<file path="src/rtl/ltpi_phy_pkg.sv">
// Shared LVDS PHY definitions: K28.5 comma encodings, alignment FSM states
// and per-mode phase terminal counts.
package ltpi_phy_pkg;

    localparam logic [9:0] K28_5_RDN = 10'h17C;
    localparam logic [9:0] K28_5_RDP = 10'h283;

    localparam logic [3:0] PH_TC_DDR = 4'd4;
    localparam logic [3:0] PH_TC_SDR = 4'd9;

    typedef enum logic [1:0] {
        HUNT,
        VERIFY,
        LOCKED
    } align_state_t;

    function automatic logic is_comma(input logic [9:0] win);
        return (win == K28_5_RDN) || (win == K28_5_RDP);
    endfunction

endpackage

</file>
<file path="src/rtl/lvds_rx_comma_detect.sv">
// Combinational K28.5 match on the two candidate symbol windows.
module lvds_rx_comma_detect
    import ltpi_phy_pkg::*;
(
    input  logic [9:0] win0,
    input  logic [9:0] win1,
    output logic       hit0,
    output logic       hit1
);

    always_comb begin
        hit0 = is_comma(win0);
        hit1 = is_comma(win1);
    end

endmodule

</file>
<file path="src/rtl/lvds_phy_rx_align.sv">
// LVDS RX symbol aligner: rebuilds the serial stream from DDIO samples and
// locks to K28.5. Build option LVDS_RX_ALIGN_STATS_EN enables realign_cnt.
module lvds_phy_rx_align
    import ltpi_phy_pkg::*;
#(
    parameter int unsigned LOCK_COMMAS     = 4,
    parameter int unsigned UNLOCK_MISALIGN = 3
) (
    input  logic       clk_link,
    input  logic       reset,
    input  logic       LVDS_DDR,
    input  logic [1:0] rx_ddr,
    output logic [9:0] sym_out,
    output logic       sym_valid,
    output logic       aligned,
    output logic       comma_det,
    output logic [7:0] realign_cnt
);

    localparam logic [3:0] LOCK_N   = 4'(LOCK_COMMAS);
    localparam logic [3:0] UNLOCK_N = 4'(UNLOCK_MISALIGN);

    align_state_t state;
    logic [11:0]  shreg;
    logic [3:0]   ph;
    logic [3:0]   good_cnt;
    logic [3:0]   bad_cnt;
    logic         sel;

    logic [9:0]   win0, win1, sel_win;
    logic         hit0, hit1_raw, hit1;
    logic [3:0]   ph_tc;
    logic         boundary, any_hit, good_hit, stray_hit;
    logic         hunt_lock, leaving;

    assign win0 = shreg[11:2];
    assign win1 = shreg[10:1];

    lvds_rx_comma_detect u_comma (
        .win0 (win0),
        .win1 (win1),
        .hit0 (hit0),
        .hit1 (hit1_raw)
    );

    always_comb begin
        hit1      = hit1_raw & LVDS_DDR;
        ph_tc     = LVDS_DDR ? PH_TC_DDR : PH_TC_SDR;
        boundary  = (ph == ph_tc);
        sel_win   = sel ? win1 : win0;
        any_hit   = hit0 | hit1;
        good_hit  = boundary & (sel ? hit1 : hit0);
        stray_hit = any_hit & ~good_hit;
        hunt_lock = (LOCK_N == 4'd1);
        // Lock is dropped on the misaligned comma that completes the bad run.
        leaving   = (state == LOCKED) & stray_hit & (bad_cnt + 4'd1 == UNLOCK_N);
    end

    always_ff @(posedge clk_link or posedge reset) begin
        if (reset) begin
            state     <= HUNT;
            shreg     <= '0;
            ph        <= '0;
            good_cnt  <= '0;
            bad_cnt   <= '0;
            sel       <= 1'b0;
            sym_out   <= '0;
            sym_valid <= 1'b0;
            aligned   <= 1'b0;
            comma_det <= 1'b0;
        end else begin
            shreg     <= LVDS_DDR ? {rx_ddr[0], rx_ddr[1], shreg[11:2]}
                                  : {rx_ddr[1], shreg[11:1]};
            comma_det <= any_hit;
            sym_valid <= 1'b0;
            ph        <= (ph >= ph_tc) ? '0 : ph + 4'd1;

            case (state)
                HUNT, VERIFY: begin
                    if (state == VERIFY && good_hit) begin
                        good_cnt <= good_cnt + 4'd1;
                        if (good_cnt + 4'd1 >= LOCK_N) begin
                            state   <= LOCKED;
                            aligned <= 1'b1;
                            bad_cnt <= '0;
                        end
                    end else if (any_hit) begin
                        // A stray comma in VERIFY restarts the search from this hit.
                        sel      <= ~hit0;
                        ph       <= '0;
                        good_cnt <= 4'd1;
                        bad_cnt  <= '0;
                        if (hunt_lock) begin
                            state   <= LOCKED;
                            aligned <= 1'b1;
                        end else begin
                            state <= VERIFY;
                        end
                    end
                end
                LOCKED: begin
                    if (good_hit) begin
                        bad_cnt <= '0;
                    end else if (stray_hit) begin
                        if (leaving) begin
                            state   <= HUNT;
                            aligned <= 1'b0;
                            bad_cnt <= '0;
                        end else begin
                            bad_cnt <= bad_cnt + 4'd1;
                        end
                    end
                    if (boundary && !leaving) begin
                        sym_out   <= sel_win;
                        sym_valid <= 1'b1;
                    end
                end
                default: begin
                    state   <= HUNT;
                    aligned <= 1'b0;
                end
            endcase
        end
    end

`ifdef LVDS_RX_ALIGN_STATS_EN
    always_ff @(posedge clk_link or posedge reset) begin
        if (reset) begin
            realign_cnt <= '0;
        end else if (leaving && realign_cnt != 8'hFF) begin
            realign_cnt <= realign_cnt + 8'd1;
        end
    end
`else
    assign realign_cnt = 8'h00;
`endif

endmodule
</file>
<file path="config.mk">
export PLATFORM = sky130hd
export DESIGN_NAME = lvds_phy_rx_align
export DESIGN_NICKNAME = d
export VERILOG_FILES = /design/src/rtl/ltpi_phy_pkg.sv /design/src/rtl/lvds_rx_comma_detect.sv /design/src/rtl/lvds_phy_rx_align.sv
export SDC_FILE = /design/constraint.sdc
export NUM_CORES = 1
export LEC_CHECK = 0
export CORE_AREA = 5 5 76 78
export CTS_BUF_LIST = sky130_fd_sc_hd__clkbuf_4 sky130_fd_sc_hd__clkbuf_8
export DETAILED_ROUTE_END_ITERATION = 6
export DIE_AREA = 0 0 81 83
export HOLD_SLACK_MARGIN = 0.03
export PLACE_DENSITY = 0.65
export SLEW_MARGIN = 15
export SYNTH_ARGS = -nofsm -noshare
export SYNTH_HDL_FRONTEND = slang
export SYNTH_SLANG_ARGS = --single-unit
</file>
<file path="constraint.sdc">
create_clock -name clk_link -period 2.7 [get_ports clk_link]
set_input_delay 0.27 -clock clk_link [delete_from_list [all_inputs] [get_ports clk_link]]
set_output_delay 0.27 -clock clk_link [all_outputs]
set_load 0.01 [all_outputs]
</file>
==> flow_summary.yaml <==
status:
  outcome: "finished clean"
route:
  postRouteAntennaNets: 0
  vias: 1518
  drt-initial-drc-count: 57
  wl_per_cell_um: 14.0
  dr.pass1.iters: 4
  drcViolationCount: 0
  viasPerCell: 5.18
  wirelength_um: 4100
die:
  die_y_um: 83
  die_w_um: 81
  coreArea_um2: 5010
  initial_core_util: 0.438
  rows: 26
  io_pins: 26
  die_area_um2: 6720
cells_and_area:
  drive_above_1_share: 0.188
  finalNonFillerCells: 293
  area_growth_pct: 15.7
  diodes: 0
  nets: 234
  multi_input_area_um2: 1110
  seq_area_um2: 976
  mostFrequentLayoutCell: "dfrtp_1"
  utilization: 0.507
  fillCellCount: 457
  final_cell_mix: "39 x dfrtp_1, 19 x mux2_2, 17 x clkdlybuf4s50_1"
pwr:
  peakVddDrop_mv: 0.323
  power_density_nw_per_um2: 601
  p_leak_nw: 1.12
logic_synthesis:
  synth_ff_type: "dfrtp_1"
  synth.cell_area_um2: 2200
  yosysSeqAreaShare: 0.444
  syn_inst: 201
  yosys_warnings: 0
  synth-seq-cells: 39
  yosysUniqueCellTypes: 53
  synth.avg_cell_area_um2: 10.9
  synth_edf_count: 0
  ys_async_sr_fraction: 1.00
worst_setup_path:
  crit_arrival_ns: 2.58
  cp_max_fo: 11
  cp.required_ns: 2.88
  reg2reg_from: "shreg[4]$_DFF_PP0_"
  start_kind: "flip-flop"
  startpoint: "shreg[4]$_DFF_PP0_"
  path_class: "reg -> reg"
  worstSetupEndpointType: "flip-flop"
run:
  cap_violations: 0
grt:
  grt.total_usage: 0.134
  grt_pass1_vias: 1457
  grt_pass1_wl_um: 7160
  grt_max_degree: 40
  antenna_found_initial: 0
  grt-ovfl-total: 0
clock_network:
  cts_tree: "done"
  cts_buffer_depth: 2
  hold_buffers: 0
  cts_max_level: 2
  cts_resized: 0
  clk_latency_ns: 0.30
  clockRootBuffer: "clkbuf_8"
  clkTransAtPathRegs_ns: 0.08
  post_cts_buffers: 0
  cts_buffers: 5
  cts.sinks: 39
placed_design:
  hpwl_um: 2940
  gp_congestion: 0.873
  dpl.cell_count: 285
  port_buffers: 17
sta:
  tightest_slew_ns: 0.638
  post-route-period-util: 0.891
  timing_hold_violations_final: 0
  setup_tns_ns: 0
  max_freq_mhz: 416
  slew_viol_final: 0
  fin_worst_skew_ns: 0.00873
  slew_headroom: 0.575
  setup-violations-final: 0
  rsz0062_at_grt: "false"
  period_minus_slack_ns: 2.41
min_path:
  hold_path_class: "in -> async"
## Yosys cell counts, types with 2 or more instances
library cell | count | area (µm²)
a211oi_1 | 2 | 15.0
a21o_1 | 3 | 22.5
a21oi_1 | 5 | 25.0
a22o_1 | 2 | 17.5
buf_4 | 9 | 67.6
clkbuf_1 | 6 | 22.5
dfrtp_1 | 39 | 976
ha_1 | 7 | 87.6
inv_1 | 10 | 37.5
inv_2 | 2 | 7.51
mux2_1 | 10 | 113
mux2_2 | 19 | 214
nand2_1 | 9 | 33.8
nand3_1 | 7 | 35.0
nand4_1 | 3 | 18.8
nor2_1 | 10 | 37.5
nor4_1 | 2 | 12.5
o2111ai_1 | 2 | 17.5
o211ai_1 | 3 | 22.5
o21a_1 | 3 | 22.5
o21ai_0 | 9 | 45.0
o21ai_1 | 3 | 15.0
o2bb2ai_1 | 2 | 17.5
o31ai_1 | 2 | 15.0
or2_2 | 3 | 18.8
xnor2_1 | 2 | 17.5
## metrics by stage
step | instance area, µm² | total power, mW | hold WS, ns | setup WS, ns
after floorplan | 2220 | 0.984 | 0.421 | 0.202
after global placement | 2430 | 1.04 | 0.478 | 0.250
after detailed placement | 2430 | 1.05 | 0.484 | 0.205
after CTS | 2540 | 1.54 | 0.411 | 0.271
after global routing | 2540 | 1.62 | 0.448 | 0.102
final | 2540 | 1.53 | 0.391 | 0.294
## logic make-up after synthesis
group / count (synthesis) / share of synthesized area
AOI/OAI and AO/OA: 47 / 0.157
xor gates and xnor gates: 3 / 0.0120
adders and majority gates: 7 / 0.0399
buffers and inverters: 27 / 0.0615
DFF: 39 / 0.444
muxes: 29 / 0.149
other: 1 / 0.00171
and+or+nand+nor: 48 / 0.134
## power by group
part / switching (mW) / internal [mW]
combinational: 0.128 / 0.145
clock: 0.219 / 0.275
sequential: 0.105 / 0.655
total: 0.451 / 1.07
## worst max-delay path, stage by stage, from the launching register on
cell and delay, ns:
dfrtp_1 0.44, nor4_2 0.38, nor4b_4 0.34, o21a_1 0.27
a21oi_1 0.11, o211ai_2 0.15, buf_4 0.23, mux2_1 0.35
## final timing paths
path                                               end  slack (ns)  cells past startpoint
worst min register to register  sym_out[4]$_DFFE_PP0P_        0.50                      1
min in group clk_link           sym_out[4]$_DFFE_PP0P_        0.50                      1
max in group asynchronous           shreg[1]$_DFF_PP0_        1.97                      3
worst min-delay path                   ph[3]$_DFF_PP0_        0.39                      3
worst max register to register  sym_out[8]$_DFFE_PP0P_        0.29                      7
worst max-delay path            sym_out[8]$_DFFE_PP0P_        0.29                      7
## registers in the layout, summed over array words and instances, names as in the netlist
signal	cells
state	2
sym_out	10
shreg	11
aligned	1
good_cnt	4
bad_cnt	4
sel	1
comma_det	1
sym_valid	1
ph	4
## final cells by class
cell class,count,area share
Multi-Input combinational cell,142,0.437
Sequential cell,39,0.384
Timing Repair Buffer,22,0.0818
Tap cell,70,0.0345
Clock buffer,5,0.0271
Inverter,12,0.0177
Clock inverter,3,0.0172
## metal layers
metal	part of all wire	vias to the layer above	wire length [µm]	global-route usage
met1	0.46	722	1900	0.186
met4	0.017	0	69	0.0445
met3	0.039	7	161	0.0368
met2	0.48	24	1970	0.199
li1	-	765	-	-
met5	0	-	0	0
Power figures use the tool's default switching activity.
